File: config.mk
export PLATFORM = sky130hd
export DESIGN_NAME = cache_mem_arbiter
export DESIGN_NICKNAME = d
export VERILOG_FILES = /design/src/rtl/cache_bus_pkg.sv /design/src/rtl/burst_beat_counter.sv /design/src/rtl/cache_mem_arbiter.sv
export SDC_FILE = /design/constraint.sdc
export NUM_CORES = 1
export LEC_CHECK = 0
export ABC_CLOCK_PERIOD_IN_PS = 3400
export BUFFER_PORTS_ARGS = -buffer_cell sky130_fd_sc_hd__buf_4
export CAP_MARGIN = 20
export CORE_AREA = 2 2 93 95
export DETAILED_ROUTE_END_ITERATION = 16
export DIE_AREA = 0 0 95 97
export SLEW_MARGIN = 20
export SYNTH_ARGS = -nofsm -noshare
export SYNTH_HDL_FRONTEND = slang
export SYNTH_SLANG_ARGS = --single-unit
File: constraint.sdc
create_clock -name clk -period 3.4 [get_ports clk]
set_clock_uncertainty 0.2 [all_clocks]
set_input_delay 0.85 -clock clk [delete_from_list [all_inputs] [get_ports clk]]
set_output_delay 0.85 -clock clk [all_outputs]
set_load 0.005 [all_outputs]
File: src/rtl/cache_bus_pkg.sv
// Shared types for the cache-side memory bus: arbiter state, grant encodings and
// a bundled request struct used to mux the two cache masters onto one port.
package cache_bus_pkg;

    typedef enum logic [1:0] {
        ARB_IDLE  = 2'd0,
        ARB_GNT_I = 2'd1,
        ARB_GNT_D = 2'd2
    } arb_state_t;

    // One-hot grant encodings {D,I}
    localparam logic [1:0] GNT_NONE = 2'b00;
    localparam logic [1:0] GNT_I    = 2'b01;
    localparam logic [1:0] GNT_D    = 2'b10;

    typedef struct packed {
        logic        req;
        logic        wen;
        logic [31:0] addr;
        logic [31:0] wdata;
        logic        wlast;
    } cache_req_t;

    localparam cache_req_t CACHE_REQ_IDLE = '0;

endpackage

File: src/rtl/burst_beat_counter.sv
// Beat counter for one memory burst: synchronous clear has priority over
// increment, and tc_o flags that the current beat is the last of a full burst.
module burst_beat_counter #(
    parameter int unsigned CNT_W = 4,
    parameter int unsigned TERM  = 7
) (
    input  logic clk,
    input  logic reset,
    input  logic clr_i,
    input  logic inc_i,
    output logic tc_o
);

    logic [CNT_W-1:0] cnt_q;
    logic [CNT_W-1:0] cnt_d;

    // Next count: clear wins over increment
    always_comb begin
        cnt_d = cnt_q;
        if (clr_i) begin
            cnt_d = '0;
        end else if (inc_i) begin
            cnt_d = cnt_q + 1'b1;
        end
    end

    // Count register
    always_ff @(posedge clk or negedge reset) begin
        if (!reset) begin
            cnt_q <= '0;
        end else begin
            cnt_q <= cnt_d;
        end
    end

    // Terminal count: the beat that returns now completes the burst
    always_comb begin
        tc_o = (cnt_q == CNT_W'(TERM));
    end

endmodule

File: src/rtl/cache_mem_arbiter.sv
// Shares the external memory port between the I-cache and the D-cache. One master
// owns the port for a whole burst; handshakes are routed back to the owner only.
module cache_mem_arbiter
    import cache_bus_pkg::*;
#(
    parameter int unsigned BURST_LEN = 8
) (
    input  logic        clk,
    input  logic        reset,
    input  logic        i_req,
    input  logic [31:0] i_addr,
    output logic        i_addr_ok,
    output logic        i_data_ok,
    input  logic        d_req,
    input  logic        d_wen,
    input  logic [31:0] d_addr,
    input  logic [31:0] d_wdata,
    input  logic        d_wlast,
    output logic        d_addr_ok,
    output logic        d_data_ok,
    output logic [31:0] rdata,
    output logic        mem_req,
    output logic        mem_wen,
    output logic [31:0] mem_addr,
    output logic [31:0] mem_wdata,
    output logic        mem_wlast,
    input  logic [31:0] mem_rdata,
    input  logic        mem_addr_ok,
    input  logic        mem_data_ok,
    output logic [1:0]  grant
);

    localparam int unsigned CNT_W = $clog2(BURST_LEN) + 1;

    arb_state_t state_q;
    logic       last_d_q;      // previous burst owner was the D-cache
    logic       wlast_seen_q;  // final write address beat has been accepted

    logic       granted_i;
    logic       granted_d;
    logic       granted;
    cache_req_t i_bus;
    cache_req_t d_bus;
    cache_req_t sel_bus;
    logic       beat_done;
    logic       wlast_fire;
    logic       tc;
    logic       burst_end;

    assign granted_i = (state_q == ARB_GNT_I);
    assign granted_d = (state_q == ARB_GNT_D);
    assign granted   = granted_i | granted_d;

    // The I-cache only refills, so its write fields are tied off
    assign i_bus = '{req: i_req, wen: 1'b0, addr: i_addr, wdata: 32'h0, wlast: 1'b0};
    assign d_bus = '{req: d_req, wen: d_wen, addr: d_addr, wdata: d_wdata, wlast: d_wlast};

    // Downstream request mux: the owner drives the port, idle drives zeros
    always_comb begin
        sel_bus = CACHE_REQ_IDLE;
        case (state_q)
            ARB_GNT_I: sel_bus = i_bus;
            ARB_GNT_D: sel_bus = d_bus;
            default:   sel_bus = CACHE_REQ_IDLE;
        endcase
    end

    assign mem_req   = sel_bus.req;
    assign mem_wen   = sel_bus.wen;
    assign mem_addr  = sel_bus.addr;
    assign mem_wdata = sel_bus.wdata;
    assign mem_wlast = sel_bus.wlast;

    assign i_addr_ok = granted_i & mem_addr_ok;
    assign i_data_ok = granted_i & mem_data_ok;
    assign d_addr_ok = granted_d & mem_addr_ok;
    assign d_data_ok = granted_d & mem_data_ok;
    assign rdata     = granted ? mem_rdata : 32'h0;
    assign grant     = {granted_d, granted_i};

    // Stray data_ok while idle never counts
    assign beat_done  = granted & mem_data_ok;
    assign wlast_fire = granted_d & sel_bus.req & sel_bus.wen & sel_bus.wlast & mem_addr_ok;

    // Reads end on the last counted beat; writes end on the first data_ok at or after
    // the wlast address beat, with the full-count limit as a backstop.
    always_comb begin
        burst_end = 1'b0;
        if (beat_done) begin
            if (granted_d && d_wen) begin
                burst_end = wlast_seen_q | wlast_fire | tc;
            end else begin
                burst_end = tc;
            end
        end
    end

    burst_beat_counter #(
        .CNT_W (CNT_W),
        .TERM  (BURST_LEN - 1)
    ) u_beat_cnt (
        .clk   (clk),
        .reset (reset),
        .clr_i (burst_end | ~granted),
        .inc_i (beat_done),
        .tc_o  (tc)
    );

    // Arbiter FSM: alternating-priority grant in idle, hold until burst end
    always_ff @(posedge clk or negedge reset) begin
        if (!reset) begin
            state_q      <= ARB_IDLE;
            last_d_q     <= 1'b0;
            wlast_seen_q <= 1'b0;
        end else begin
            case (state_q)
                ARB_IDLE: begin
                    wlast_seen_q <= 1'b0;
                    if (d_req && (!i_req || !last_d_q)) begin
                        state_q <= ARB_GNT_D;
                    end else if (i_req) begin
                        state_q <= ARB_GNT_I;
                    end
                end
                ARB_GNT_I, ARB_GNT_D: begin
                    if (burst_end) begin
                        state_q      <= ARB_IDLE;
                        last_d_q     <= granted_d;
                        wlast_seen_q <= 1'b0;
                    end else if (wlast_fire) begin
                        wlast_seen_q <= 1'b1;
                    end
                end
                default: begin
                    state_q      <= ARB_IDLE;
                    wlast_seen_q <= 1'b0;
                end
            endcase
        end
    end

endmodule

==> flow_summary.ini <==
[route]
vias = 2390
post_drt_via_cell_ratio = 4.314
ant_nets = 0
dr.pass1.iters = 4
finalWirelength_um = 8432
route.detailed.drc = 0
wl_per_cell_um = 15.22
drtIter0Drc = 55

[finish]
drive_gt1_share_pct = 56.57
area_growth_pct = 120.6
fin_area_sq_mm = 0.003550
nFillCells = 813
diodes = 0
layout.nets = 592

[sta]
setup_viol = 0
hold_viol = 0
finalCritPeriodShare_pct = 89.70
fmax_mhz = 327.9
relSlewSlack_pct = 59.33
setup_tns_ns = 0
fin_crit_ns = 3.050
worst_pin_slew_ns = 0.6100
rsz0062_at_grt = false
slew_viol_final = 0
layout_setup_ws_ns = 0.3502

[yosys]
synth_top_area_share_pct = 27.60
syn-instance-count = 224
synth.area.top_cells = and2_1 28%, a22oi_1 15%, nor2b_1 13%
synth_edf_count = 0
syn-cell-area_sq_mm = 0.001609
yosys_warnings = 0
syn_nets = 365
synth_cell_types = 35
seq_area_frac_synth_pct = 12.44
syn_area_per_cell_sq_um = 7.183
synth_largest_area_cell = and2_1
synth_top_flop_cell = dfrtp_1
async_flop_share_pct = 100.0
ys_ff_latch = 8

[setup_path]
regToRegSetupSlack_ns = 0.81
r2r_cells = 7
worstSetupPathType = register to primary output
critical_path_required_ns = 2.35
r2r-start = state_q[0]
reg2reg_to = last_d_q
critPathMaxFanout = 39
cp-end-kind = primary output
start_kind = register
crit_arrival_ns = 2.00

[cts]
clk_latency_ns = 0.23
hold_buffers = 0
cts.sinks = 8
cts.clk_slew.worst_paths_ns = 0.04
cts_tree = done
cts_htree_levels = 1
numCtsBuffers = 3
clock_path_buffers = 2
root_buffer = clkbuf_8
post_cts_resized = 0
postCtsSetupBuffers = 0

[global_route]
grt_antenna_before_repair = 0
grt_max_degree = 40
grt_overflow_total = 0
track_usage_pct = 16.47
grt_pass1_vias = 2312
grt_pass1_wl_um = 12080

[place]
post-place-ws_ns = 0.6111
place_area_sq_mm = 0.003508
io_buffer_count = 240
gp_congestion = 0.8551
hpwl_um = 6901

[floorplanning]
dieHeight_um = 97
num_rows = 33
fp.dieW_um = 95
core_sq_mm = 0.008134
io-pin-count = 241
initial_core_util_pct = 19.78
dieArea_sq_mm = 0.009215

[hold_path]
hp-class = input port to asynchronous set/reset pin

[pwr]
leakagePower_uw = 0.001838
finalPower_uw = 2311
pwr_density_cell_mw_per_mm2 = 650.9
ir_drop_mv = 0.3105

[status]
status = finished, final reports clean

[run]
max_cap_violations = 0
## layout make-up
type / count / area, sq um / area share [%]
multi-input cells: 187 / 1290 / 36.34
flip-flops and latches: 8 / 200.2 / 5.640
inverters: 6 / 22.52 / 0.6345
clock buffers: 3 / 41.29 / 1.163
repair buffers: 245 / 1864 / 52.52
well taps: 105 / 131.4 / 3.701
## metal layers
layer  global-route usage (%)  part of all wire (%)  wire length, um  vias up
met2                    31.15                    53             4469      109
li1                         -                     -                -     1215
met3                    3.738                   8.3              698       11
met1                    17.93                    37             3151     1055
met4                    4.348                   1.3              112        0
met5                        0                     0                0        -
## cell usage in the layout, fill, tap and decap left out, types with 5 or more instances in the layout
cell / Yosys / routed
buf_4: 3 / 243
and2_1: 71 / 71
nor2b_1: 34 / 34
a22oi_1: 32 / 32
dfrtp_1: 8 / 8
inv_1: 6 / 6
nand2_1: 5 / 5
nand2b_1: 5 / 5
## worst max-delay path: stages, from the launching register on
cell and delay [ns]:
dfrtp_1 0.38, inv_1 0.09, ha_2 0.73, buf_12 0.26, nor2b_1 0.17, buf_4 0.12
## registers in the layout, summed over array words and instances, names as in the netlist
| register | count |
|---|---|
| state_q | 2 |
| u_beat_cnt.cnt_q | 4 |
| last_d_q | 1 |
| wlast_seen_q | 1 |
## cell usage after synthesis (2+ instances only)
library cell,instances
nor2b_1,34
mux2i_1,2
ha_1,5
a211oi_1,2
o22ai_1,2
nand2b_1,5
nor3_1,2
nand3_1,3
buf_4,3
buf_2,3
a22oi_1,32
clkbuf_1,15
nand2_1,5
buf_1,2
and2_1,71
a21oi_1,3
inv_1,6
nand3b_1,2
a21boi_1,2
dfrtp_1,8
o21ai_0,3
## per-stage QoR
stage | hold slack, ns | std cells | utilization, %
after floorplan | 0.2818 | 224 | -
after global placement | 0.2957 | 551 | 43.13
after detailed placement | 0.3006 | 551 | 43.13
after CTS | 0.2308 | 554 | 43.64
after global routing | 0.2272 | 554 | 43.64
final | 0.2281 | 554 | 43.64
## power by group
group          total (uW)  internal [uW]  switching [uW]
logic                2050           1140             913
registers             140            119            20.2
clock network         119           77.1            41.6
total                2310           1340             974
## how the worst max path moves through the flow
stage	from	end	cells after the start
global placement	state_q[0]	mem_addr[22]	5
finish	state_q[0]	mem_addr[12]	5
CTS	state_q[0]	mem_addr[9]	5
floorplan	state_q[0]	mem_wdata[20]	6
global route	state_q[0]	mem_addr[12]	5
detailed placement	state_q[0]	mem_addr[9]	5
## kinds of logic (layout without fill, tap and decap cells)
| group | Yosys count | count (layout) | share of synthesized area (%) |
|---|---|---|---|
| flops | 8 | 8 | 12.44 |
| fa+ha+maj | 5 | 5 | 3.888 |
| buf+inv | 29 | 254 | 7.698 |
| mux | 3 | 3 | 1.944 |
| simple gates | 128 | 128 | 49.22 |
| compound gates | 51 | 51 | 24.80 |
Note: power is estimated with default switching activity, not from simulation.
